File: src/rtl/bsg_dlatch_wr_arb.sv
// Write controller and round-robin arbiter for a shared bank of latches.
// Each write is a one-cycle latch-enable pulse (WR) followed by a one-cycle
// data-hold cycle (HLD). A clear sweep writes zero into every entry in turn.
module bsg_dlatch_wr_arb #(
  parameter int unsigned els_p     = 16,
  parameter int unsigned width_p   = 16,
  parameter int unsigned num_req_p = 4,
  localparam int unsigned lg_els_lp = (els_p > 1) ? $clog2(els_p) : 1
) (
  input  logic                           clk_i,
  input  logic                           reset_n_i,
  input  logic [num_req_p-1:0]           v_i,
  input  logic [num_req_p*lg_els_lp-1:0] addr_i,
  input  logic [num_req_p*width_p-1:0]   data_i,
  output logic [num_req_p-1:0]           ready_o,
  input  logic                           clear_i,
  output logic                           clear_done_o,
  output logic                           busy_o,
  output logic [els_p-1:0]               latch_en_o,
  output logic [width_p-1:0]             latch_data_o
);

  localparam int unsigned lg_req_lp = (num_req_p > 1) ? $clog2(num_req_p) : 1;
  localparam logic [lg_els_lp-1:0] last_ent_lp = lg_els_lp'(els_p - 1);

  localparam logic [2:0] st_idle = 3'd0;
  localparam logic [2:0] st_wr   = 3'd1;
  localparam logic [2:0] st_hld  = 3'd2;
  localparam logic [2:0] st_cwr  = 3'd3;
  localparam logic [2:0] st_chld = 3'd4;

  logic [2:0]           state_q, state_d;
  logic [lg_req_lp-1:0] rr_q, rr_d;
  logic                 clr_pend_q, clr_pend_d;
  logic [lg_els_lp-1:0] clr_cnt_q, clr_cnt_d;
  logic [lg_els_lp-1:0] addr_q, addr_d;
  logic [width_p-1:0]   data_q, data_d;
  logic [els_p-1:0]     latch_en_q, latch_en_d;
  logic [width_p-1:0]   latch_data_q, latch_data_d;
  logic                 clear_done_q, clear_done_d;

  logic                 win_found;
  logic [lg_req_lp-1:0] win_idx;
  logic [lg_req_lp-1:0] cand;
  logic [num_req_p-1:0] grant_oh;
  logic [lg_els_lp-1:0] win_addr;
  logic [width_p-1:0]   win_data;
  logic [num_req_p-1:0] ready_c;

  // One-hot decode of an entry index; out-of-range indices decode to zero.
  function automatic logic [els_p-1:0] decode(input logic [lg_els_lp-1:0] a);
    logic [els_p-1:0] dec;
    for (int unsigned i = 0; i < els_p; i++) begin
      dec[i] = (32'(a) == i);
    end
    return dec;
  endfunction

  // Round-robin search starting at the pointer, wrapping modulo num_req_p.
  always_comb begin
    win_found = 1'b0;
    win_idx   = '0;
    cand      = '0;
    for (int unsigned k = 0; k < num_req_p; k++) begin
      cand = lg_req_lp'((32'(rr_q) + k) % num_req_p);
      if (!win_found && v_i[cand]) begin
        win_found = 1'b1;
        win_idx   = cand;
      end
    end
  end

  // Winner's one-hot grant and its address/data slices.
  always_comb begin
    grant_oh = '0;
    win_addr = '0;
    win_data = '0;
    for (int unsigned r = 0; r < num_req_p; r++) begin
      if (win_found && (32'(win_idx) == r)) begin
        grant_oh[r] = 1'b1;
        win_addr    = addr_i[r*lg_els_lp +: lg_els_lp];
        win_data    = data_i[r*width_p +: width_p];
      end
    end
  end

  // Next-state, grant and next-output logic.
  always_comb begin
    state_d      = state_q;
    rr_d         = rr_q;
    clr_pend_d   = clr_pend_q;
    clr_cnt_d    = clr_cnt_q;
    addr_d       = addr_q;
    data_d       = data_q;
    ready_c      = '0;
    latch_en_d   = '0;
    latch_data_d = '0;
    clear_done_d = 1'b0;

    unique case (state_q)
      st_idle, st_hld: begin
        // Pending clear beats any request at an accept point.
        if (clr_pend_q) begin
          state_d    = st_cwr;
          clr_cnt_d  = '0;
          clr_pend_d = 1'b0;
        end else if (win_found) begin
          ready_c = grant_oh;
          state_d = st_wr;
          addr_d  = win_addr;
          data_d  = win_data;
          rr_d    = lg_req_lp'((32'(win_idx) + 1) % num_req_p);
        end else begin
          state_d = st_idle;
        end
      end
      st_wr:  state_d = st_hld;
      st_cwr: state_d = st_chld;
      st_chld: begin
        if (clr_cnt_q == last_ent_lp) begin
          state_d = st_idle;
        end else begin
          clr_cnt_d = clr_cnt_q + lg_els_lp'(1);
          state_d   = st_cwr;
        end
      end
      default: state_d = st_idle;
    endcase

    // A clear request outside a sweep is remembered until the next accept point.
    if (clear_i && (state_q != st_cwr) && (state_q != st_chld)) begin
      clr_pend_d = 1'b1;
    end

    // Outputs for the coming cycle are precomputed so they leave flops directly.
    case (state_d)
      st_wr: begin
        latch_en_d   = decode(addr_d);
        latch_data_d = data_d;
      end
      st_hld:  latch_data_d = data_d;
      st_cwr:  latch_en_d   = decode(clr_cnt_d);
      st_chld: clear_done_d = (clr_cnt_d == last_ent_lp);
      default: ;
    endcase
  end

  // State and output registers with synchronous active-low reset.
  always_ff @(posedge clk_i) begin
    if (!reset_n_i) begin
      state_q      <= st_idle;
      rr_q         <= '0;
      clr_pend_q   <= 1'b0;
      clr_cnt_q    <= '0;
      addr_q       <= '0;
      data_q       <= '0;
      latch_en_q   <= '0;
      latch_data_q <= '0;
      clear_done_q <= 1'b0;
    end else begin
      state_q      <= state_d;
      rr_q         <= rr_d;
      clr_pend_q   <= clr_pend_d;
      clr_cnt_q    <= clr_cnt_d;
      addr_q       <= addr_d;
      data_q       <= data_d;
      latch_en_q   <= latch_en_d;
      latch_data_q <= latch_data_d;
      clear_done_q <= clear_done_d;
    end
  end

  assign ready_o      = ready_c;
  assign latch_en_o   = latch_en_q;
  assign latch_data_o = latch_data_q;
  assign clear_done_o = clear_done_q;
  assign busy_o       = (state_q != st_idle) || clr_pend_q;

endmodule

File: config.mk
export PLATFORM = sky130hd
export DESIGN_NAME = bsg_dlatch_wr_arb
export DESIGN_NICKNAME = d
export VERILOG_FILES = /design/src/rtl/bsg_dlatch_wr_arb.sv
export SDC_FILE = /design/constraint.sdc
export NUM_CORES = 1
export LEC_CHECK = 0
export ABC_AREA = 1
export CAP_MARGIN = 0
export CORE_MARGIN = 2
export CORE_UTILIZATION = 44
export DETAILED_ROUTE_END_ITERATION = 10
export GPL_TIMING_DRIVEN = 0
export PLACE_DENSITY_LB_ADDON = 0.05
export SYNTH_ARGS = -nofsm -noshare
export SYNTH_HDL_FRONTEND = slang
export SYNTH_SLANG_ARGS = --single-unit
File: constraint.sdc
create_clock -name clk_i -period 5.6 [get_ports clk_i]
set_clock_uncertainty 0.05 [all_clocks]
set_input_delay 1.68 -clock clk_i [delete_from_list [all_inputs] [get_ports clk_i]]
set_output_delay 1.68 -clock clk_i [all_outputs]
set_load 0.005 [all_outputs]
==> impl_metrics.tcl, run 1 <==
set metrics [dict create \
    status "finished clean" \
    min_path_cells 2 \
    start_util 0.456 \
    drt_iter0_drc 154 \
    hold_end "latch_data_o[8]$_SDFF_PN0_" \
    dr_total_vias 3738 \
    core-area_um2 7250 \
    final_cell_mix "nand2_1 (117), clkdlybuf4s50_1 (116), nand3_1 (74)" \
    hold_viol 0 \
    nNetsFinal 741 \
    n_antenna_cell 0 \
    ant_nets 0 \
    viasPerCell 4.96 \
    cts_tree "done" \
    synth_fa_ha_area_frac 0.0189 \
    ys_warn_count 0 \
    drv_cap 0 \
    reg2reg_slack_ns 2.24 \
    drc 0 \
    period_needed_ns 5.51 \
    worstMarginPinSlew_ns 0.485 \
    antenna_found_initial 0 \
    grt_max_degree 20 \
    path_cells "clkdlybuf4s50_1 -> inv_1 -> nand2_2 -> nand3_2 -> nand2_2 -> nor2_4 -> nand2_2 -> or2_4 -> nand4_1 -> o21ai_4 -> buf_4 -> ha_4 -> nand2_1 -> nor2_1 -> dlygate4sd2_1" \
    synth_cells 496 \
    synth_edf_count 0 \
    syn_area_um2 3310 \
    synth_area_leaders "dfxtp_1 (38%), nand2_1 (14%), nand3_1 (11%)" \
    worstPathRequired_ns 3.87 \
    holdBufCountCts 0 \
    ir_worst_vdd_mv 0.349 \
    fin_tns_setup_ns 0 \
    cts.clk_slew.worst_paths_ns 0.07 \
    area_delta_synth_final_pct 56.0 \
    num-fill-cells 621 \
    drt-total-wl_um 9650 \
    worst_setup_path_end_kind "output pin" \
    worstSkewPairLatency_ns 0.34 \
    grt_pass1_vias 3568 \
    async_reset_ff_frac 0 \
    start_kind "input pin" \
    synth_top_family_by_area "simple AND/OR/NAND/NOR gates" \
    rsz0062_at_grt "no" \
    cp_slowest_cell "clkdlybuf4s50_1" \
    layout_commonest_cell "nand2_1" \
    first_pass_iters 4 \
    fmax_mhz 181 \
    finalSetupViolCount 0 \
    cts_root_buffer "clkbuf_8" \
    rows 31 \
    avgSynthCellArea_um2 6.67 \
    final_util 0.712 \
    muxShareOfSynthArea 0 \
    hpwl_um 7330 \
    die-area_um2 8230 \
    drive_above_1_share 0.173 \
    min-delay-start "data_q[8]$_SDFF_PN0_" \
    synth_flop_cell "dfxtp_1" \
    relSlewSlack 0.677 \
    synth_top_area_frac 0.381 \
    r2r-end "latch_data_o[1]$_SDFF_PN0_" \
    synth_xor_area_frac 0.00265 \
    clkSinkCount 63 \
    ys_seq_area_frac 0.381 \
    cts_buffer_depth 2 \
    synth_seq_cells 63 \
    place_ws_ns -0.934 \
    r2r_cells 21 \
    yosys.area_share.simple 0.394 \
    synth.net_count 588 \
    io_buffers 123 \
    gp_congestion 0.863 \
    post_drt_wl_per_cell_um 12.8 \
    power.density_nw_per_um2 674 \
    die_h_um 90.7 \
    gr-total-overflow 0 \
    yosysTopAreaCell "dfxtp_1" \
    crit_fanout 3 \
    fp.dieW_um 90.7 \
    htreeDepth 3 \
    grt_pass1_wl_um 15900 \
    io_pins 125 \
    criticalPathCategory "input pin to output pin" \
    r2r_start "rr_q[1]$_SDFFE_PN0P_" \
    drv_slew 0 \
    hold_class "flop to flop" \
    synth_cell_types 30 \
    fin_ws_ns 0.0886 \
    slowest_delay_ns 0.42 \
    period_share 0.984 \
    cts_inserted_buffers 9 \
    hold_slack_ns 0.421 \
    synth_compound_area_frac 0.116 \
    grt_usage 0.239 \
    path_common_cell "nand2_2" \
    p_leak_nw 2.29 \
    critPathArrivalTime_ns 3.78 \
]
-- metrics by stage --
| stage | instance area (µm²) | std cells | power (mW) |
|---|---|---|---|
| 2_1_floorplan | 3310 | 496 | 2.09 |
| 3_3_place_gp | 4660 | 718 | 2.64 |
| 3_5_place_dp | 4660 | 718 | 2.68 |
| 4_1_cts | 5060 | 743 | 3.35 |
| 5_1_grt | 5160 | 753 | 3.82 |
| 6_report | 5160 | 753 | 3.48 |
-- routing by layer --
metal	global-route usage	wire, µm
met5	0	0
met4	0.100	229
met3	0.0559	512
met2	0.432	5090
met1	0.268	3820
-- registers in the layout, indices dropped and copies added (netlist names) --
register	flops
addr_q	4
clr_cnt_q	4
state_q	3
clear_done_o	1
clr_pend_q	1
rr_q	2
latch_en_o	16
latch_data_o	16
data_q	16
-- synthesized netlist by cell type, types with 2 or more instances --
master	count
buf_6	2
clkinv_1	3
inv_1	38
inv_2	5
ha_1	5
nand2_1	125
buf_1	2
o21ai_1	2
clkbuf_1	7
nand3b_1	2
or2_2	18
dfxtp_1	63
nand3_2	4
buf_4	3
a21oi_1	45
o21ai_0	25
nand4_1	5
buf_2	6
nand3_1	76
nand2_2	9
nor2_1	42
-- area by class of cell --
type | count | area (µm²) | area share
Timing Repair Buffer | 145 | 1410 | 0.272
Tap cell | 99 | 124 | 0.0240
Sequential cell | 63 | 1260 | 0.244
Multi-Input combinational cell | 366 | 1900 | 0.367
Clock inverter | 6 | 60.1 | 0.0116
Inverter | 47 | 181 | 0.0351
Clock buffer | 10 | 138 | 0.0267
Buffer | 17 | 97.6 | 0.0189
-- report_power, final --
group	total (mW)	switching [mW]	internal [mW]
logic	2.51	1.44	1.07
registers	0.588	0.0333	0.554
clock network	0.383	0.169	0.215
-- worst max-delay path by stage --
stage | from | end | slack, ns | cells past startpoint
after floorplan | v_i[3] | ready_o[3] | 0.29 | 13
after global placement | v_i[3] | ready_o[3] | -0.86 | 15
after detailed placement | v_i[3] | ready_o[3] | -0.93 | 15
after CTS | v_i[0] | ready_o[3] | -0.04 | 17
after global routing | v_i[3] | ready_o[1] | 0.004 | 15
final | v_i[3] | ready_o[1] | 0.09 | 15
-- kinds of logic after synthesis --
| family | Yosys count |
|---|---|
| AOI/OAI and AO/OA | 75 |
| xor gates and xnor gates | 1 |
| adders and majority gates | 5 |
| buffers and inverters | 67 |
| DFF | 63 |
| and+or+nand+nor | 285 |
-- critical path: cells and delay by family --
kind	cells	cell delay (ns)
fa+ha+maj	1	0.15
buf+inv	4	0.91
simple gates	9	0.95
compound gates	1	0.10
-- repair_timing --
action                                  4_1_cts  5_1_grt
endpoints found under the hold margin         0        0
endpoints found under the setup margin        4        4
gates resized for setup                      33       16
pin swaps                                     8        3
setup buffers                                12       10
Note: power is estimated with default switching activity, not from simulation.
==> inputs of run 2 (changes only) <==
--- a/config.mk
+++ b/config.mk
@@ -7,7 +7,7 @@
 export LEC_CHECK = 0
 export ABC_AREA = 1
 export CAP_MARGIN = 0
-export CORE_MARGIN = 2
+export CORE_MARGIN = 10
 export CORE_UTILIZATION = 44
 export DETAILED_ROUTE_END_ITERATION = 10
 export GPL_TIMING_DRIVEN = 0
==> run 2 against run 1 <==
  * Combinational power decreased by 2%
  * Largest cell class unchanged
  * Routed wire length increased by 14%
  * Via count decreased by 0.86%
  * Total power decreased by 1.1%
  * Sequential power about the same
  * Clock power increased by 5%
  * Final cell count decreased by 1.1%
  * Core utilization decreased by 1.5 points
  * Worst setup slack improved by 0.0099 ns
  * Critical path depth increased by 1
  * Hold slack improved by 0.0023 ns
==> impl_metrics.tcl, run 2 (synthesis gave the netlist of run 1 again) <==
set metrics [dict create \
    status "finished clean" \
    gr-total-overflow 0 \
    r2r_cells 22 \
    finalSetupViolCount 0 \
    cts_tree "done" \
    crit_fanout 8 \
    placedCellCount 718 \
    finalPower_mw 3.44 \
    drv_cap 0 \
    worstMarginPinSlew_ns 0.524 \
    hold_viol 0 \
    layout_commonest_cell "nand2_1" \
    worst_setup_path_end_kind "output pin" \
    htreeDepth 3 \
    critPathBufInv 4 \
    path_cells "clkdlybuf4s50_1 -> nand2_1 -> nand2_2 -> nand2_2 -> nand2_2 -> nor2_4 -> nand2_1 -> or2_4 -> nand4_1 -> o21ai_4 -> buf_4 -> inv_4 -> ha_4 -> nand2_8 -> nor2_1 -> buf_2" \
    drt_iter0_drc 156 \
    comb_power_share 0.712 \
    grt_pass1_wl_um 17100 \
    criticalPathCategory "input pin to output pin" \
    p_sw_mw 1.65 \
    ir_worst_vdd_mv 0.318 \
    start_util 0.454 \
    clkSinkCount 63 \
    io_buffers 123 \
    path_common_cell "nand2_2" \
    die_h_um 107 \
    ant_nets 0 \
    nNetsFinal 733 \
    grt_pass1_vias 3681 \
    drt-total-wl_um 11000 \
    cts_root_buffer "clkbuf_8" \
    dr_total_vias 3706 \
    min_path_cells 2 \
    drc 0 \
    area_delta_synth_final_pct 53.6 \
    antenna_found_initial 0 \
    hold_class "flop to flop" \
    crit_family "simple AND/OR/NAND/NOR gates" \
    first_pass_iters 5 \
    fin_cells 745 \
    die-area_um2 11400 \
    swShare 0.481 \
    post_drt_wl_per_cell_um 14.7 \
    viasPerCell 4.97 \
    cts_buffer_depth 2 \
    worstPathRequired_ns 3.87 \
    worstSkewPairLatency_ns 0.32 \
    p_leak_nw 2.25 \
    holdBufCountCts 0 \
    hold_slack_ns 0.423 \
    path_depth 16 \
    gp_congestion 0.854 \
    fp.dieW_um 107 \
    seqPwrFrac 0.171 \
    drive_above_1_share 0.158 \
    relSlewSlack 0.650 \
    cts_inserted_buffers 9 \
    grt_usage 0.184 \
    period_needed_ns 5.50 \
    cts.clk_slew.worst_paths_ns 0.06 \
    period_share 0.982 \
    critPathArrivalTime_ns 3.77 \
    hpwl_um 8460 \
    start_kind "input pin" \
    final_cell_mix "nand2_1 (118), clkdlybuf4s50_1 (117), nand3_1 (75)" \
    cp_slowest_cell "clkdlybuf4s50_1" \
    intPower_mw 1.79 \
    core-area_um2 7290 \
    rows 31 \
    drv_slew 0 \
    n_antenna_cell 0 \
    slowest_delay_ns 0.42 \
    io_pins 125 \
    fmax_mhz 182 \
    power.density_nw_per_um2 677 \
    clkPwrFrac 0.117 \
    grt_max_degree 20 \
]
run 2: stage by stage:
step | setup WS (ns) | utilization | cell area, µm² | setup TNS (ns)
6_report | 0.0985 | 0.697 | 5080 | 0
3_5_place_dp | -0.974 | 0.640 | 4660 | -3.21
3_3_place_gp | -0.892 | 0.640 | 4660 | -2.95
5_1_grt | -0.0103 | 0.697 | 5080 | -0.0146
2_1_floorplan | 0.287 | - | 3310 | 0
4_1_cts | 0.00603 | 0.689 | 5030 | 0
run 2: power by group through the flow:
stage          sequential (mW)  clock, mW  combinational (mW)
6_report                 0.589      0.402                2.45
2_1_floorplan            0.598          0                1.49
3_5_place_dp             0.597          0                2.12
3_3_place_gp             0.593          0                2.07
4_1_cts                  0.588      0.408                2.35
5_1_grt                  0.598      0.430                2.73
run 2: path summary, 6_finish.rpt:
| path | start | to | slack, ns |
|---|---|---|---|
| worst min-delay path | data_q[6]$_SDFF_PN0_ | data_q[6]$_SDFF_PN0_ | 0.42 |
| worst max-delay path | v_i[0] | ready_o[3] | 0.1 |
| worst max register to register | rr_q[1]$_SDFFE_PN0P_ | latch_data_o[15]$_SDFF_PN0_ | 2.23 |
| worst min register to register | data_q[6]$_SDFF_PN0_ | data_q[6]$_SDFF_PN0_ | 0.42 |
run 2: cell type report:
cell class / instances / area (µm²)
sequential: 63 / 1260
multi-input combinational: 366 / 1890
buffer: 17 / 97.6
tap: 99 / 124
clock inverter: 3 / 40.0
inverter: 47 / 184
timing repair buffer: 137 / 1320
clock buffer: 13 / 169
fill: 670 / 2210
run 2: repair_timing:
item                                    CTS  global route
gates resized for setup                  33            13
buffers inserted                          9             5
pin swaps                                 5             2
endpoints found under the setup margin    4             4
run 2: per-layer routing:
layer  part of all wire  track usage  vias to the layer above
met5                  0            0                        -
li1                   -            -                     1900
met1               0.37        0.178                     1699
met4             0.0071       0.0416                        0
met3              0.074       0.0677                        8
met2               0.55        0.359                       99
run 2: worst reg2reg max path: stages, from the launching register on:
cell      delay (ns)
dfxtp_1         0.40
inv_1           0.16
nand2_1         0.10
nand2_1         0.13
nand2_2         0.11
nand2_2         0.07
nor2_4          0.11
buf_4           0.13
nand3_4         0.08
buf_6           0.15
nand3_1         0.09
o21a_4          0.18
inv_4           0.07
ha_4            0.17
buf_4           0.16
clkinv_1        0.14
buf_1           0.36
nand3_1         0.15
nand3_1         0.08
o21ai_0         0.08
nand2_1         0.07
nand3_1         0.09
a21oi_1         0.16
==> inputs of run 3 (changes only) <==
--- a/config.mk
+++ b/config.mk
@@ -12,6 +12,8 @@
 export DETAILED_ROUTE_END_ITERATION = 10
 export GPL_TIMING_DRIVEN = 0
 export PLACE_DENSITY_LB_ADDON = 0.05
+export SKIP_CTS_REPAIR_TIMING = 1
+export SLEW_MARGIN = 40
 export SYNTH_ARGS = -nofsm -noshare
 export SYNTH_HDL_FRONTEND = slang
 export SYNTH_SLANG_ARGS = --single-unit
==> run 3 against run 2 <==
  * Via count hardly changed
  * Register-to-register slack better by 0.16 ns
  * Largest power group unchanged
  * Final cell count is 0.27% higher
  * Routed wire length is 1.7% lower
==> impl_metrics.tcl, run 3 (synthesis gave the netlist of run 1 again) <==
set metrics [dict create \
    swShare 0.474 \
    critPathArrivalTime_ns 3.85 \
    crit_fanout 8 \
    worstSkewPairLatency_ns 0.33 \
    wl_met2_um 5960 \
    place_ws_ns -0.974 \
    core-area_um2 7290 \
    min-delay-start "data_q[6]$_SDFF_PN0_" \
    top_layer "met4" \
    grt_pass1_wl_um 16500 \
    period_share 0.996 \
    viasPerCell 4.96 \
    status "finished clean" \
    wl_met1_um 3970 \
    io_buffers 123 \
    intPower_mw 1.82 \
    start_kind "input pin" \
    gr-total-overflow 0 \
    hpwl_um 8460 \
    r2r_cells 23 \
    crit_path_end "ready_o[3]" \
    htreeDepth 3 \
    antenna_found_initial 0 \
    drc 0 \
    worstMarginPinSlew_ns 0.522 \
    post_drt_wl_per_cell_um 14.4 \
    first_pass_iters 9 \
    die_h_um 107 \
    startpoint "v_i[3]" \
    gp_congestion 0.854 \
    drt-total-wl_um 10800 \
    grt_max_degree 11 \
    grt_pass1_vias 3603 \
    layout_commonest_cell "nand2_1" \
    drv_cap 0 \
    area_delta_synth_final_pct 54.6 \
    n_antenna_cell 0 \
    drt_iter0_drc 208 \
    fmax_mhz 179 \
    clkSinkCount 63 \
    grt_usage 0.177 \
    comb_power_share 0.713 \
    worst_setup_path_end_kind "output pin" \
    wl_met3_um 776 \
    p_sw_mw 1.64 \
    clkPwrFrac 0.117 \
    nNetsFinal 735 \
    period_needed_ns 5.58 \
    hold_class "flop to flop" \
    ant_nets 0 \
    cts_buffer_depth 2 \
    drv_slew 0 \
    cts.clk_slew.worst_paths_ns 0.06 \
    power.density_nw_per_um2 677 \
    drive_above_1_share 0.159 \
    fin_ws_ns 0.0226 \
    seqPwrFrac 0.170 \
    reg2reg_slack_ns 2.39 \
    cts_inserted_buffers 9 \
    die-area_um2 11400 \
    finalSetupViolCount 0 \
    relSlewSlack 0.652 \
    r2r-end "latch_en_o[13]$_SDFF_PN0_" \
    hold_slack_ns 0.423 \
    r2r_start "rr_q[1]$_SDFFE_PN0P_" \
    io_pins 125 \
    rows 31 \
    fp.dieW_um 107 \
    hold_viol 0 \
    start_util 0.454 \
    p_leak_nw 2.30 \
    cts_tree "done" \
    cts_root_buffer "clkbuf_8" \
    criticalPathCategory "input pin to output pin" \
    final_cell_mix "nand2_1 (117), clkdlybuf4s50_1 (116), nand3_1 (75)" \
    worstPathRequired_ns 3.87 \
    ir_worst_vdd_mv 0.318 \
    dr_total_vias 3703 \
]
==> run 3: cell count changes in the layout (fill, tap and decap cells not counted), sizes merged <==
cell           before  now
buf                28   29
dlygate4sd2         2    0
dlymetal6s2s        1    5
clkdlybuf4s50     117  116
==> run 3: cell type report <==
type / instances / area [µm²]
buffer: 17 / 97.6
clock buffer: 13 / 169
clock inverter: 3 / 40.0
fill: 663 / 2180
inverter: 47 / 181
multi-input combinational: 366 / 1890
sequential: 63 / 1260
tap: 99 / 124
timing repair buffer: 139 / 1350
==> run 3: routing by layer <==
metal / up-vias / global-route usage
li1: 1902 / -
met1: 1686 / 0.172
met2: 106 / 0.346
met3: 9 / 0.0647
met4: 0 / 0.0338
met5: - / 0
==> run 3: worst min path at each step <==
stage | endpoint | slack, ns | depth (start not counted)
after global placement | data_q[6]$_SDFF_PN0_ | 0.41 | 2
after floorplan | clr_pend_q$_SDFFE_PN0P_ | 0.40 | 2
after CTS | data_q[6]$_SDFF_PN0_ | 0.42 | 2
final | data_q[6]$_SDFF_PN0_ | 0.42 | 2
after global routing | latch_data_o[14]$_SDFF_PN0_ | 0.44 | 2
after detailed placement | latch_data_o[9]$_SDFF_PN0_ | 0.41 | 2
==> run 3: power by group through the flow <==
stage | clock (mW) | sequential, mW | combinational (mW)
2_1_floorplan | 0 | 0.598 | 1.49
3_3_place_gp | 0 | 0.593 | 2.07
3_5_place_dp | 0 | 0.597 | 2.12
4_1_cts | 0.408 | 0.588 | 2.13
5_1_grt | 0.430 | 0.598 | 2.75
6_report | 0.403 | 0.589 | 2.47
==> run 3: worst max-delay path, cell delays in order <==
cell and delay (ns):
clkdlybuf4s50_1 0.42, nand2_1 0.08, nand2_2 0.06, nand2_2 0.08, nand2_2 0.07, nor2_4 0.16, nand2_2 0.07, or2_4 0.27
nand4_1 0.13, o21ai_4 0.12, inv_4 0.08, buf_4 0.11, ha_4 0.17, nand2_8 0.07, nor2_1 0.10, clkbuf_2 0.14
==> run 3: metrics by stage <==
stage / setup TNS [ns] / area [µm²] / total power [mW] / instances / utilization
after global placement: -2.95 / 4660 / 2.66 / 718 / 0.640
after floorplan: 0 / 3310 / 2.09 / 496 / -
after global routing: -0.0417 / 5110 / 3.78 / 747 / 0.701
after detailed placement: -3.21 / 4660 / 2.72 / 718 / 0.640
final: 0 / 5110 / 3.46 / 747 / 0.701
after CTS: -3.27 / 4870 / 3.13 / 734 / 0.668
